==> src/rtl/add_sub_seq.sv <==
// Multi-cycle add/subtract: WIDTH bits, CHUNK bits per cycle, LSB chunk first,
// with valid/ready handshakes, carry/overflow flags and optional saturation.
//
//   state | meaning
//   IDLE  | waiting for operands, in_ready=1
//   BUSY  | adding one chunk per cycle
//   DONE  | result valid, held until out_ready
module add_sub_seq #(
   parameter int WIDTH = 32,
   parameter int CHUNK = 8
) (
   input  logic             clk,
   input  logic             rst_n,
   input  logic             in_valid,
   output logic             in_ready,
   input  logic [WIDTH-1:0] x,
   input  logic [WIDTH-1:0] y,
   input  logic             sign,
   input  logic             signed_op,
   input  logic             sat,
   output logic             out_valid,
   input  logic             out_ready,
   output logic [WIDTH-1:0] z,
   output logic             carry,
   output logic             overflow,
   output logic             busy
);

   localparam int N  = WIDTH / CHUNK;
   localparam int CW = (N > 1) ? $clog2(N) : 1;
   localparam logic [CW-1:0] LAST = CW'(N - 1);

   typedef enum logic [1:0] {IDLE, BUSY, DONE} state_t;

   state_t                  state, state_nxt;
   logic [N-1:0][CHUNK-1:0] xa, yb, acc, res_full;
   logic [CW-1:0]           cnt;
   logic                    run_c, op_sub, op_signed, op_sat;
   logic [CHUNK:0]          csum;
   logic                    cin_msb, ovf_nxt, accept, last;
   logic [WIDTH-1:0]        z_nxt;

   assign in_ready  = (state == IDLE) || ((state == DONE) && out_ready);
   assign out_valid = (state == DONE);
   assign busy      = (state != IDLE);
   assign accept    = in_valid && in_ready;
   assign last      = (cnt == LAST);

   always_ff @(posedge clk or negedge rst_n) begin
      if (!rst_n) state <= IDLE;
      else        state <= state_nxt;
   end

   always_comb begin
      state_nxt = state;
      case (state)
         IDLE:    if (in_valid) state_nxt = BUSY;
         BUSY:    if (last) state_nxt = DONE;
         DONE:    if (out_ready) state_nxt = in_valid ? BUSY : IDLE;
         default: state_nxt = IDLE;
      endcase
   end

   // Chunk adder; on the last chunk the MSB carry-in is recovered from the
   // sum bit, so overflow and saturation resolve in the same cycle.
   always_comb begin
      csum          = {1'b0, xa[cnt]} + {1'b0, yb[cnt]} + {{CHUNK{1'b0}}, run_c};
      res_full      = acc;
      res_full[cnt] = csum[CHUNK-1:0];
      cin_msb       = xa[N-1][CHUNK-1] ^ yb[N-1][CHUNK-1] ^ csum[CHUNK-1];
      if (op_signed) ovf_nxt = cin_msb ^ csum[CHUNK];
      else           ovf_nxt = op_sub ? ~csum[CHUNK] : csum[CHUNK];
      z_nxt = res_full;
      if (op_sat && ovf_nxt) begin
         if (op_signed)
            z_nxt = xa[N-1][CHUNK-1] ? {1'b1, {(WIDTH-1){1'b0}}} : {1'b0, {(WIDTH-1){1'b1}}};
         else
            z_nxt = op_sub ? '0 : '1;
      end
   end

   always_ff @(posedge clk or negedge rst_n) begin
      if (!rst_n) begin
         xa        <= '0;
         yb        <= '0;
         acc       <= '0;
         cnt       <= '0;
         run_c     <= 1'b0;
         op_sub    <= 1'b0;
         op_signed <= 1'b0;
         op_sat    <= 1'b0;
         z         <= '0;
         carry     <= 1'b0;
         overflow  <= 1'b0;
      end else if (accept) begin
         xa        <= x;
         yb        <= y ^ {WIDTH{sign}};
         op_sub    <= sign;
         op_signed <= signed_op;
         op_sat    <= sat;
         run_c     <= sign;
         cnt       <= '0;
      end else if (state == BUSY) begin
         acc[cnt] <= csum[CHUNK-1:0];
         run_c    <= csum[CHUNK];
         if (last) begin
            z        <= z_nxt;
            carry    <= csum[CHUNK];
            overflow <= ovf_nxt;
         end else begin
            cnt <= cnt + 1'b1;
         end
      end
   end

endmodule

==> config.mk <==
export PLATFORM = sky130hd
export DESIGN_NAME = add_sub_seq
export DESIGN_NICKNAME = d
export VERILOG_FILES = /design/src/rtl/add_sub_seq.sv
export SDC_FILE = /design/constraint.sdc
export NUM_CORES = 1
export LEC_CHECK = 0
export BUFFER_PORTS_ARGS = -buffer_cell sky130_fd_sc_hd__buf_2
export CORE_MARGIN = 3
export CORE_UTILIZATION = 50
export DETAILED_ROUTE_END_ITERATION = 10
export PLACE_DENSITY = 0.75
export SLEW_MARGIN = 10
export SYNTH_ARGS = -nofsm -noshare
export SYNTH_HDL_FRONTEND = slang
export SYNTH_SLANG_ARGS = --single-unit
==> constraint.sdc <==
create_clock -name clk -period 3.4 [get_ports clk]
set_input_delay 0.34 -clock clk [delete_from_list [all_inputs] [get_ports clk]]
set_output_delay 0.34 -clock clk [all_outputs]
set_load 0.02 [all_outputs]
# Word level (Yosys, flattened, before mapping)
# Index checks and enable logic that the tools add are counted.
# op_classes
bitwise	6
order_cmp	2
mux	23
reduce_logical	12
n_eq_ne	7
addsub	3
# ops
operator	n
$mux W32	4
$bmux W8 S2	2
$bwmux W32	1
$xor A32 B32 Y32	1
$mux W8	3
$demux W8 S2	1
$mux W2	6
$add A8 B8 Y9	1
$add A9 B1 Y9	1
$ne A2 B2 Y1 const B	3
$pmux W2 S3	1
$reduce_and A3 Y1	2
$mux W1	5
$eq A2 B2 Y1 const B	2
$logic_and A1 B1 Y1	4
$reduce_and A2 Y1	2
$reduce_bool A2 Y1	2
$lt A2 B3 Y1 const B	1
$xor A1 B1 Y1	3
$add A2 B1 Y2 const B	1
$eq A2 B1 Y1 const B	1
$ge A2 B1 Y1 const B	1
$logic_not A2 Y1	1
$ne A2 B1 Y1 const B	1
2 further kinds	3
# totals
out_inout_bits	37
word_cells	74
in_bits	71
ff_bits	138

# Depth between registers and ports, before layout
# Gate-level depths: netlist of the first run.
# logic_depth
word_depth	9
mapped_depth	14

# Worst setup path before layout of the first run
# Ideal clock, no wire load.
# synth_path
path_kind	reg2reg
startpoint	register cnt[0]
endpoint	register z[24]
path_buffers	3
setup_time_ns	0.124
t_arrival_ns	3.400
period_less_slack_ns	3.524
stages_incl_launch_ff	11
path_slack_ns	-0.124
cell_sequence	dfrtp_1 clkbuf_1 buf_2 mux4_2 ha_1 a2111oi_2 a21o_2 mux2_4 buf_2 o211ai_1 a21oi_1
# synth_between
elab_chain_cells	9
word_cells_on_any_way	21
cone_classes	add/sub: 2; order compare: 2; eq/ne: 1; mux: 10; bitwise: 3; reduce/logical: 3
# synth_lines
item	line_no	rtl
start: declaration	37	logic [CW-1:0] cnt;
start signal: assignment	111	cnt <= cnt + 1'b1;
$bmux W8 S2	67	csum = {1'b0, xa[cnt]} + {1'b0, yb[cnt]} + {{CHUNK{1'b0}}, run_c};
$mux W8 (not written as such)	67	
$add A8 B8 Y9	67	
$add A9 B1 Y9	67	
$xor A1 B1 Y1 / $not A1 Y1 (equally long branches)	70, 72	
$xor A1 B1 Y1 / $mux W1 (equally long branches)	71, 72	
$mux W1	71	if (op_signed) ovf_nxt = cin_msb ^ csum[CHUNK];
$logic_and A1 B1 Y1	74	if (op_sat && ovf_nxt) begin
$mux W32	74	
end signal: assignment	107	z <= z_nxt;
end: declaration	23	output logic [WIDTH-1:0] z,
# Parallel ways exist; a longest one is shown, timed or not. The select of a mux whose other input is x is not followed.
# A chain may end at the register's enable or synchronous reset.

# Worst setup path in the final report of the first run
# layout_path
startpoint	register cnt[0]
endpoint	register z[31]
# The elaborated chain is that of the path after synthesis.

==> results of run 1 <==
[cells in the final DEF (no fill, tap or decap), drive strengths merged, types with 3 or more instances in the layout]
cell and count:
dfrtp 130, buf 129, nand2 77, a21oi 75, nor2 72, mux2 54, xnor2 41, o211ai 32
clkbuf 27, mux4 16, inv 11, ha 11, o21ai 5, a31oi 5, o31ai 4, a21o 4
nor2b 3, or2 3, nand3b 3, nor3 3, bufinv 3
[area by class of cell]
| cell class | count | area (um^2) |
|---|---|---|
| Clock buffer | 27 | 513 |
| Tap cell | 172 | 215 |
| Timing Repair Buffer | 130 | 751 |
| Sequential cell | 130 | 3250 |
| Inverter | 11 | 41.3 |
| Multi-Input combinational cell | 428 | 3180 |
| Fill cell | 1011 | 4780 |
| Clock inverter | 4 | 95.1 |
[per-layer routing]
| layer | vias up | part of all wire, % |
|---|---|---|
| met5 | - | 0 |
| li1 | 2334 | - |
| met2 | 208 | 49 |
| met3 | 29 | 6.7 |
| met4 | 0 | 2.4 |
| met1 | 2439 | 42 |
[state kept, by name, summed over array words and instances (netlist names)]
register   count
xa            32
yb            32
z             32
acc           24
cnt            2
state          2
carry          1
op_sat         1
op_signed      1
op_sub         1
overflow       1
run_c          1
[worst reg2reg max path: stages, from the launching register on]
cell and delay (ns):
dfrtp_2 0.44, mux4_2 0.54, fa_2 0.37, inv_1 0.09, fa_2 0.21, nor2b_1 0.05
o21a_1 0.20, o211ai_2 0.26, a21o_2 0.23, buf_4 0.16, nor3_1 0.05, o311ai_1 0.36
o311ai_1 0.16
[final timing paths]
| check | start | to | cells after the start |
|---|---|---|---|
| worst max-delay path | cnt[0] | z[31] | 12 |
| max in group asynchronous | rst_n | acc[11] | 3 |
| min in group asynchronous | rst_n | carry | 2 |
| worst min register to register | acc[0] | acc[0] | 2 |
| worst min-delay path | x[4] | xa[4] | 2 |
| worst max register to register | cnt[0] | z[31] | 12 |
[timing repair]
action | in CTS | in global routing
hold endpoints to repair | 26 | 0
hold buffers | 1 | 0
pin swaps | 0 | 1
endpoints found under the setup margin | 1 | 32
gates cloned | 1 | 0
resized for setup | 1 | 9
[metrics by stage]
step	std cells	TNS, ns	setup slack (ns)
6_report	902	0	0.154
5_1_grt	902	-0.000976	-0.000976
4_1_cts	902	0	0.0102
3_5_place_dp	869	0	0.00184
3_3_place_gp	869	0	0.189
2_1_floorplan	615	0	0.102
[logic make-up after synthesis]
logic type | synth area share, %
AOI/OAI and AO/OA | 13.4
xor gates and xnor gates | 6.10
adders and majority gates | 2.67
buffers and inverters | 4.15
DFF | 48.8
muxes | 14.6
and+or+nand+nor | 10.3
==> impl_metrics.csv, run 1 <==
group,metric,value,unit
outcome,status,"complete, no violations",
worst_setup_path,crit_fanout,6,
grt,antenna_found_initial,0,
grt,grt_pass1_wl,25.6,mm
yosys,syn_inst,615,
floorplanning,row_count,41,
timing,setup_viol,0,
timing,worstMarginPinSlew,1.00,ns
place,numPortBuffers,107,
routing,viasPerCell,5.55,
clock_tree,h-tree-depth,4,
timing,min_period,3.25,ns
routing,routed_wl,15.5,mm
routing,vias,5010,
floorplanning,start_util,52.0,%
floorplanning,die_area,14800,um^2
yosys,ys_seq_elements,130,
yosys,yosysTopAreaCellShare,48.8,%
grt,grt_usage,22.4,%
worst_setup_path,r2r_setup_slack,0.15,ns
routing,drt-initial-drc-count,394,
clock_tree,cts_buffers,17,
yosys,yosysTopAreaCell,"dfrtp_1",
timing,min_period_over_period,95.5,%
yosys,synth_area_leaders,"dfrtp_1, mux2_2, mux4_2",
clock_tree,cts_buffer_depth,2,
worst_setup_path,endpoint_kind,"flop",
final_layout,fin_util,62.7,%
routing,route.detailed.drc,0,
timing,slew_violations,0,
min_path,min_path_type,"in2reg",
final_layout,layout.nets,802,
worst_setup_path,crit_path_start_kind,"flop",
floorplanning,die_w,121,um
final_layout,num_antenna_cells,0,
worst_setup_path,critPathRequiredTime,3.67,ns
grt,grt_pass1_vias,5086,
clock_tree,ctsRootBufferMaster,"clkbuf_16",
yosys,synthMostInstantiatedCell,"dfrtp_1",
grt,grt.met1_usage,29.6,%
yosys,synth_common_cells,"dfrtp_1, nand2_1, nor2_1, a21oi_1, mux2_2",
floorplanning,pin_count,108,
yosys,netlist_area,6670,um^2
yosys,ys_types,45,
worst_setup_path,cp_slowest_cell,"mux4_2",
yosys,synth_warnings,0,
yosys,async_reset_ff_share,100,%
worst_setup_path,crit_path_cell_trace,"mux4_2, fa_2, inv_1, fa_2, nor2b_1, o21a_1, o211ai_2, a21o_2, buf_4, nor3_1, o311ai_1, o311ai_1",
timing,slew_headroom,33.1,%
timing,clock.fmax,308,MHz
final_layout,design_area,8050,um^2
final_layout,area_growth,20.7,%
worst_setup_path,critPathKind,"reg2reg",
clock_tree,cts.sink_count,130,
place,routabilityCongestion,0.878,
clock_tree,post_cts_buffers,0,
worst_setup_path,cp_data_arrival_time,3.52,ns
worst_setup_path,cp_top_family,"compound AO/OA/AOI/OAI gates",
grt,met3_usage,5.17,%
place,hpwl,10.7,mm
clock_tree,cts_tree,"done",
worst_setup_path,max_stage_delay,0.54,ns
routing,drtPass1Iterations,5,
grt,grt_busiest_layer,"met2",
grt,globalRouteMet2Util,35.9,%
grt,grt_max_degree,86,
yosys,synth_edf_count,0,
final_layout,drive_gt1_share,35.9,%
clock_tree,clk_pin_slew_worst_paths,0.05,ns
flow_run,cap_violations,0,
worst_setup_path,worstPathBufferInverterCount,2,
yosys,synth_flop_cell,"dfrtp_1",
floorplanning,core_area,12800,um^2
yosys,syn_area_per_cell,10.8,um^2
floorplanning,die_h,121,um
routing,wire_per_inst,17.2,um
timing,timing.hold.ws,0.153,ns
yosys,synth_nets,699,
yosys,ys_seq_area_share,48.8,%
timing,skew,0.00672,ns
clock_tree,clock_latency,0.42,ns
place,placed_area,7390,um^2
grt,grt-ovfl-total,0,
timing,hold_viol_final,0,
routing,drtAntennaViolNets,0,
Power of run 1 is not shown: default switching activity piles up to over one toggle a cycle in this logic, so the estimate is an artifact.
==> run 2, diff against run 1 <==
--- a/config.mk
+++ b/config.mk
@@ -5,11 +5,13 @@
 export SDC_FILE = /design/constraint.sdc
 export NUM_CORES = 1
 export LEC_CHECK = 0
+export ABC_AREA = 1
 export BUFFER_PORTS_ARGS = -buffer_cell sky130_fd_sc_hd__buf_2
+export CAP_MARGIN = 40
 export CORE_MARGIN = 3
 export CORE_UTILIZATION = 50
 export DETAILED_ROUTE_END_ITERATION = 10
-export PLACE_DENSITY = 0.75
+export PLACE_DENSITY = 0.74
 export SLEW_MARGIN = 10
 export SYNTH_ARGS = -nofsm -noshare
 export SYNTH_HDL_FRONTEND = slang
==> run 2 against run 1 <==
Non-clock buffer count decreased by 8. Critical path type unchanged. Routed wire length increased by 9.3%. The run now ends with hold timing left. Worst hold slack got worse by 0.17 ns. Critical endpoint is now z[30].
==> impl_metrics.csv, run 2 <==
group,metric,value,unit
worst_setup_path,cp_data_arrival_time,3.44,ns
clock_tree,cts_buffer_depth,2,
final_layout,layout_common_cells,"nand2_1, dfrtp_1, o21ai_0",
yosys,ys_seq_elements,138,
clock_tree,postCtsHoldBufs,0,
grt,grt_usage,22.2,%
floorplanning,die_area,15800,um^2
yosys,synth_flop_cell,"dfrtp_1",
yosys,ys_seq_area_share,48.2,%
worst_setup_path,max_stage_delay,0.43,ns
routing,drtAntennaViolNets,0,
worst_setup_path,crit_fanout,31,
timing,worstMarginPinSlew,0.885,ns
place,routabilityCongestion,0.905,
floorplanning,die_w,126,um
outcome,status,"complete, but fails checks",
clock_tree,clock_latency,0.42,ns
timing,rsz0062_at_grt,"false",
flow_run,cap_violations,0,
timing,fin_setup_tns,0,ns
worst_setup_path,crit_path_cell_trace,"inv_1, buf_12, nor2_1, o22ai_1, fa_1, inv_1, fa_1, o21ai_2, nand2_2, nand2_4, inv_2, nand2_4, nand3_4, buf_12, nand2_2, nand2_1, nand2_1, nand2_1",
worst_setup_path,r2r-start,"cnt[0]",
grt,antenna_found_initial,0,
floorplanning,die_h,126,um
routing,drt-initial-drc-count,363,
grt,met3_usage,4.58,%
worst_setup_path,critPathKind,"reg2reg",
routing,drtPass1Iterations,5,
timing,skew,0.00960,ns
outcome,violations,"hold timing",
timing,clock.fmax,318,MHz
yosys,async_reset_ff_share,100,%
clock_tree,cts_buffers,17,
timing,slew_headroom,41.0,%
worst_setup_path,critPathRequiredTime,3.70,ns
grt,grt_max_degree,101,
yosys,syn_area_per_cell,7.93,um^2
final_layout,final_common_cell,"nand2_1",
worst_setup_path,reg2reg_depth,18,
worst_setup_path,reg2reg_to,"z[30]",
final_layout,n_fill_cell,1193,
routing,wire_per_inst,14.2,um
routing,routed_wl,16.9,mm
clock_tree,ctsRootBufferMaster,"clkbuf_16",
grt,grt_pass1_vias,5803,
yosys,synth_nets,988,
routing,route.detailed.drc,0,
timing,setup_viol,0,
floorplanning,start_util,51.5,%
place,numPortBuffers,107,
final_layout,fin_util,60.6,%
grt,grt.met1_usage,30.7,%
timing,timing.hold.ws,-0.0173,ns
worst_setup_path,r2r_setup_slack,0.26,ns
clock_tree,post_cts_buffers,0,
final_layout,layout.nets,1078,
final_layout,design_area,8440,um^2
yosys,synthMostInstantiatedCell,"nand2_1",
worst_setup_path,crit_path_start_kind,"flop",
timing,min_period,3.14,ns
grt,grt-ovfl-total,0,
grt,globalRouteMet2Util,35.9,%
yosys,ys_types,36,
worst_setup_path,endpoint_kind,"flop",
yosys,yosysTopAreaCellShare,48.2,%
timing,hold_viol_final,40,
routing,vias,5991,
floorplanning,core_area,13900,um^2
timing,min_period_over_period,92.4,%
place,hpwl,11.5,mm
grt,grt_busiest_layer,"met2",
floorplanning,row_count,43,
clock_tree,h-tree-depth,4,
yosys,netlist_area,7170,um^2
routing,viasPerCell,5.05,
yosys,synth_warnings,0,
yosys,syn_inst,904,
worst_setup_path,cp_slowest_cell,"fa_1",
clock_tree,cts.sink_count,138,
worst_setup_path,path_common_cell,"nand2_1",
yosys,synth_common_cells,"nand2_1, dfrtp_1, o21ai_0, clkbuf_1",
floorplanning,pin_count,108,
final_layout,num_antenna_cells,0,
yosys,yosysTopAreaCell,"dfrtp_1",
place,placed_area,7800,um^2
grt,grt_pass1_wl,28.4,mm
final_layout,area_growth,17.7,%
clock_tree,clk_pin_slew_worst_paths,0.06,ns
yosys,synth_area_leaders,"dfrtp_1, nand2_1, o21ai_0",
timing,slew_violations,0,
clock_tree,post_cts_resized,0,
yosys,synth_edf_count,0,
final_layout,drive_gt1_share,20.9,%
min_path,min_path_type,"in2async",
clock_tree,cts_tree,"done",
run 2: critical path: cells and delay by family, from the launching register on:
| kind | cells | cell delay, ns |
|---|---|---|
| DFF | 1 | 0.38 |
| adders and majority gates | 2 | 0.66 |
| buffers and inverters | 5 | 0.76 |
| and+or+nand+nor | 9 | 0.75 |
| AOI/OAI and AO/OA | 2 | 0.44 |
run 2: metrics by stage:
stage | instances | setup WS [ns]
2_1_floorplan | 904 | 0.400
3_3_place_gp | 1155 | 0.150
3_5_place_dp | 1155 | 0.121
4_1_cts | 1187 | 0.0934
5_1_grt | 1187 | 0.0183
6_report | 1187 | 0.259
run 2: how the worst max path moves through the flow:
stage / start / to / slack (ns) / cells after the start
floorplan: cnt[0] / z[10] / 0.40 / 19
global placement: cnt[0] / z[8] / 0.15 / 18
detailed placement: cnt[0] / z[24] / 0.12 / 18
CTS: cnt[0] / z[24] / 0.09 / 18
global route: cnt[0] / z[0] / 0.02 / 18
finish: cnt[0] / z[30] / 0.26 / 18
run 2: cells by family (layout without fill, tap and decap cells):
logic type,Yosys count,count (layout),synth area share (%)
flops,138,138,48.2
xor+xnor,38,38,4.75
fa+ha+maj,13,13,2.48
simple gates,485,485,28.1
buf+inv,87,190,5.88
compound gates,143,143,10.6
run 2: cell type report:
type / instances / area (um^2) / share of cell area, %
Clock buffer: 24 / 512 / 6.06
Clock inverter: 8 / 106 / 1.26
Inverter: 36 / 139 / 1.65
Multi-Input combinational cell: 679 / 3300 / 39.1
Sequential cell: 138 / 3450 / 40.9
Tap cell: 180 / 225 / 2.67
Timing Repair Buffer: 122 / 699 / 8.29
run 2: routing by layer:
layer  routed length [um]  up-vias
li1                     -     3030
met1                 7660     2761
met2                 8050      177
met3                  919       23
met4                  285        0
met5                    0        -
Power of run 2 is left out for the same reason.
==> run 3, diff against run 2 <==
--- a/config.mk
+++ b/config.mk
@@ -11,7 +11,7 @@
 export CORE_MARGIN = 3
 export CORE_UTILIZATION = 50
 export DETAILED_ROUTE_END_ITERATION = 10
-export PLACE_DENSITY = 0.74
+export PLACE_DENSITY = 0.71
 export SLEW_MARGIN = 10
 export SYNTH_ARGS = -nofsm -noshare
 export SYNTH_HDL_FRONTEND = slang
==> constraint.sdc (replaced) <==
create_clock -name clk -period 3 [get_ports clk]
set_input_delay 0.3 -clock clk [delete_from_list [all_inputs] [get_ports clk]]
set_output_delay 0.3 -clock clk [all_outputs]
set_load 0.02 [all_outputs]
==> run 3 against run 2 <==
Worst hold slack gained 0.082 ns. Cell count grew 2.2%. Sequential cell count is the same. Register-to-register slack lost 0.19 ns. Cell area rose by 5.6%. Sequential share of layout area shrank 2.2 points. Routed wire length grew 5.8%. Global-route usage decreased by 0.19 points. Count of clock-buffer cells in the layout decreased by 4. Maximum frequency grew 7.3%. The run now ends clean. Critical path depth grew 1. Utilization rose by 3.4 points.
==> impl_metrics.csv, run 3 (same netlist as run 2, synthesis figures left out) <==
group,metric,value,unit
clock_tree,h-tree-depth,4,
final_layout,num_antenna_cells,0,
timing,hold_viol_final,0,
final_layout,layout_common_cells,"nand2_1, dfrtp_1, buf_2",
timing,setup_viol,0,
routing,drt-initial-drc-count,482,
routing,drtPass1Iterations,5,
floorplanning,start_util,51.5,%
clock_tree,cts_buffers,17,
flow_run,cap_violations,0,
timing,rsz0062_at_grt,"true",
final_layout,layout.nets,1104,
final_layout,fin_util,64.0,%
min_path,min_path_type,"in2reg",
timing,slew_violations,0,
final_layout,area_growth,24.3,%
final_layout,final_cells,1213,
place,numPortBuffers,107,
floorplanning,pin_count,108,
timing,min_period_over_period,97.6,%
floorplanning,core_area,13900,um^2
grt,grt_usage,22.0,%
worst_setup_path,crit_fanout,8,
floorplanning,die_w,126,um
clock_tree,ctsRootBufferMaster,"clkbuf_16",
worst_setup_path,critPathRequiredTime,3.36,ns
routing,vias,6210,
routing,drtAntennaViolNets,0,
routing,route.detailed.drc,0,
floorplanning,die_area,15800,um^2
clock_tree,cts.sink_count,138,
worst_setup_path,reg2reg_depth,19,
grt,antenna_found_initial,0,
routing,wire_per_inst,14.8,um
worst_setup_path,crit_path_start_kind,"flop",
worst_setup_path,cp_slowest_cell,"dfrtp_1",
final_layout,drive_gt1_share,27.2,%
timing,clock.fmax,342,MHz
timing,skew,0.00664,ns
floorplanning,die_h,126,um
outcome,status,"complete, no violations",
clock_tree,cts_buffer_depth,2,
grt,grt_max_degree,101,
timing,slew_headroom,40.8,%
timing,min_period,2.93,ns
grt,grt-ovfl-total,0,
worst_setup_path,cp_data_arrival_time,3.28,ns
clock_tree,clock_latency,0.42,ns
timing,worstMarginPinSlew,0.889,ns
place,routabilityCongestion,0.923,
worst_setup_path,max_stage_delay,0.43,ns
worst_setup_path,path_common_cell,"nand2_2",
floorplanning,row_count,43,
place,dp_cells,1168,
clock_tree,cts_tree,"done",
routing,viasPerCell,5.12,
place,hpwl,11.6,mm
worst_setup_path,endpoint_kind,"flop",
routing,routed_wl,17.9,mm
worst_setup_path,crit_path_cell_trace,"inv_4, buf_6, buf_4, o21ai_1, o22ai_2, ha_1, or2_4, nand3_4, nand2_2, nand2_2, nand3_2, nand3_2, nand2_2, nand2_2, nand4_4, clkbuf_16, nand2_2, nand2_1, nand2_1",
worst_setup_path,critPathKind,"reg2reg",
min_path,hold_path_depth,3,
grt,grt_pass1_vias,5791,
final_layout,final_common_cell,"nand2_1",
clock_tree,clk_pin_slew_worst_paths,0.06,ns
grt,grt_pass1_wl,28.2,mm
timing,timing.hold.ws,0.0644,ns
## run 3: path summary, 6_finish.rpt
path                        start        to  slack [ns]
max in group asynchronous   rst_n    yb[26]        1.76
min in group asynchronous   rst_n  overflow        0.45
max                        cnt[0]     z[17]        0.07
max reg2reg                cnt[0]     z[17]        0.07
min reg2reg                  z[9]      z[9]        0.46
min                         x[27]    xa[27]        0.06
## run 3: layout make-up
class	count	area [um^2]
Fill cell	1208	5020
Timing Repair Buffer	148	971
Tap cell	180	225
Sequential cell	138	3450
Clock inverter	12	146
Inverter	36	143
Clock buffer	20	457
Multi-Input combinational cell	679	3520
## run 3: what timing repair did
action,CTS,global route
setup endpoints to repair,0,33
hold buffers,1,0
gates resized for setup,0,79
setup buffers,0,7
endpoints found under the hold margin,67,0
## run 3: worst max-delay path, delay by kind of cell, from the launching register on
family | cells | cell delay (ns)
buffers and inverters | 4 | 0.61
adders and majority gates | 1 | 0.32
DFF | 1 | 0.43
and+or+nand+nor | 12 | 1.26
AOI/OAI and AO/OA | 2 | 0.24
## run 3: stage by stage
| step | setup slack (ns) | cell area (um^2) | TNS, ns |
|---|---|---|---|
| floorplan | 0.000205 | 7170 | 0 |
| global placement | 0.126 | 7930 | 0 |
| detailed placement | 0.107 | 7930 | 0 |
| CTS | 0.0510 | 8540 | 0 |
| global route | -0.101 | 8910 | -2.23 |
| finish | 0.0724 | 8910 | 0 |
## run 3: per-layer routing
layer | vias to the layer above | global-route usage, % | wire, um
li1 | 3089 | - | -
met1 | 2894 | 30.1 | 8090
met2 | 196 | 34.5 | 8350
met3 | 31 | 5.13 | 1100
met4 | 0 | 8.14 | 354
met5 | - | 0 | 0
Power of run 3 is left out for the same reason.
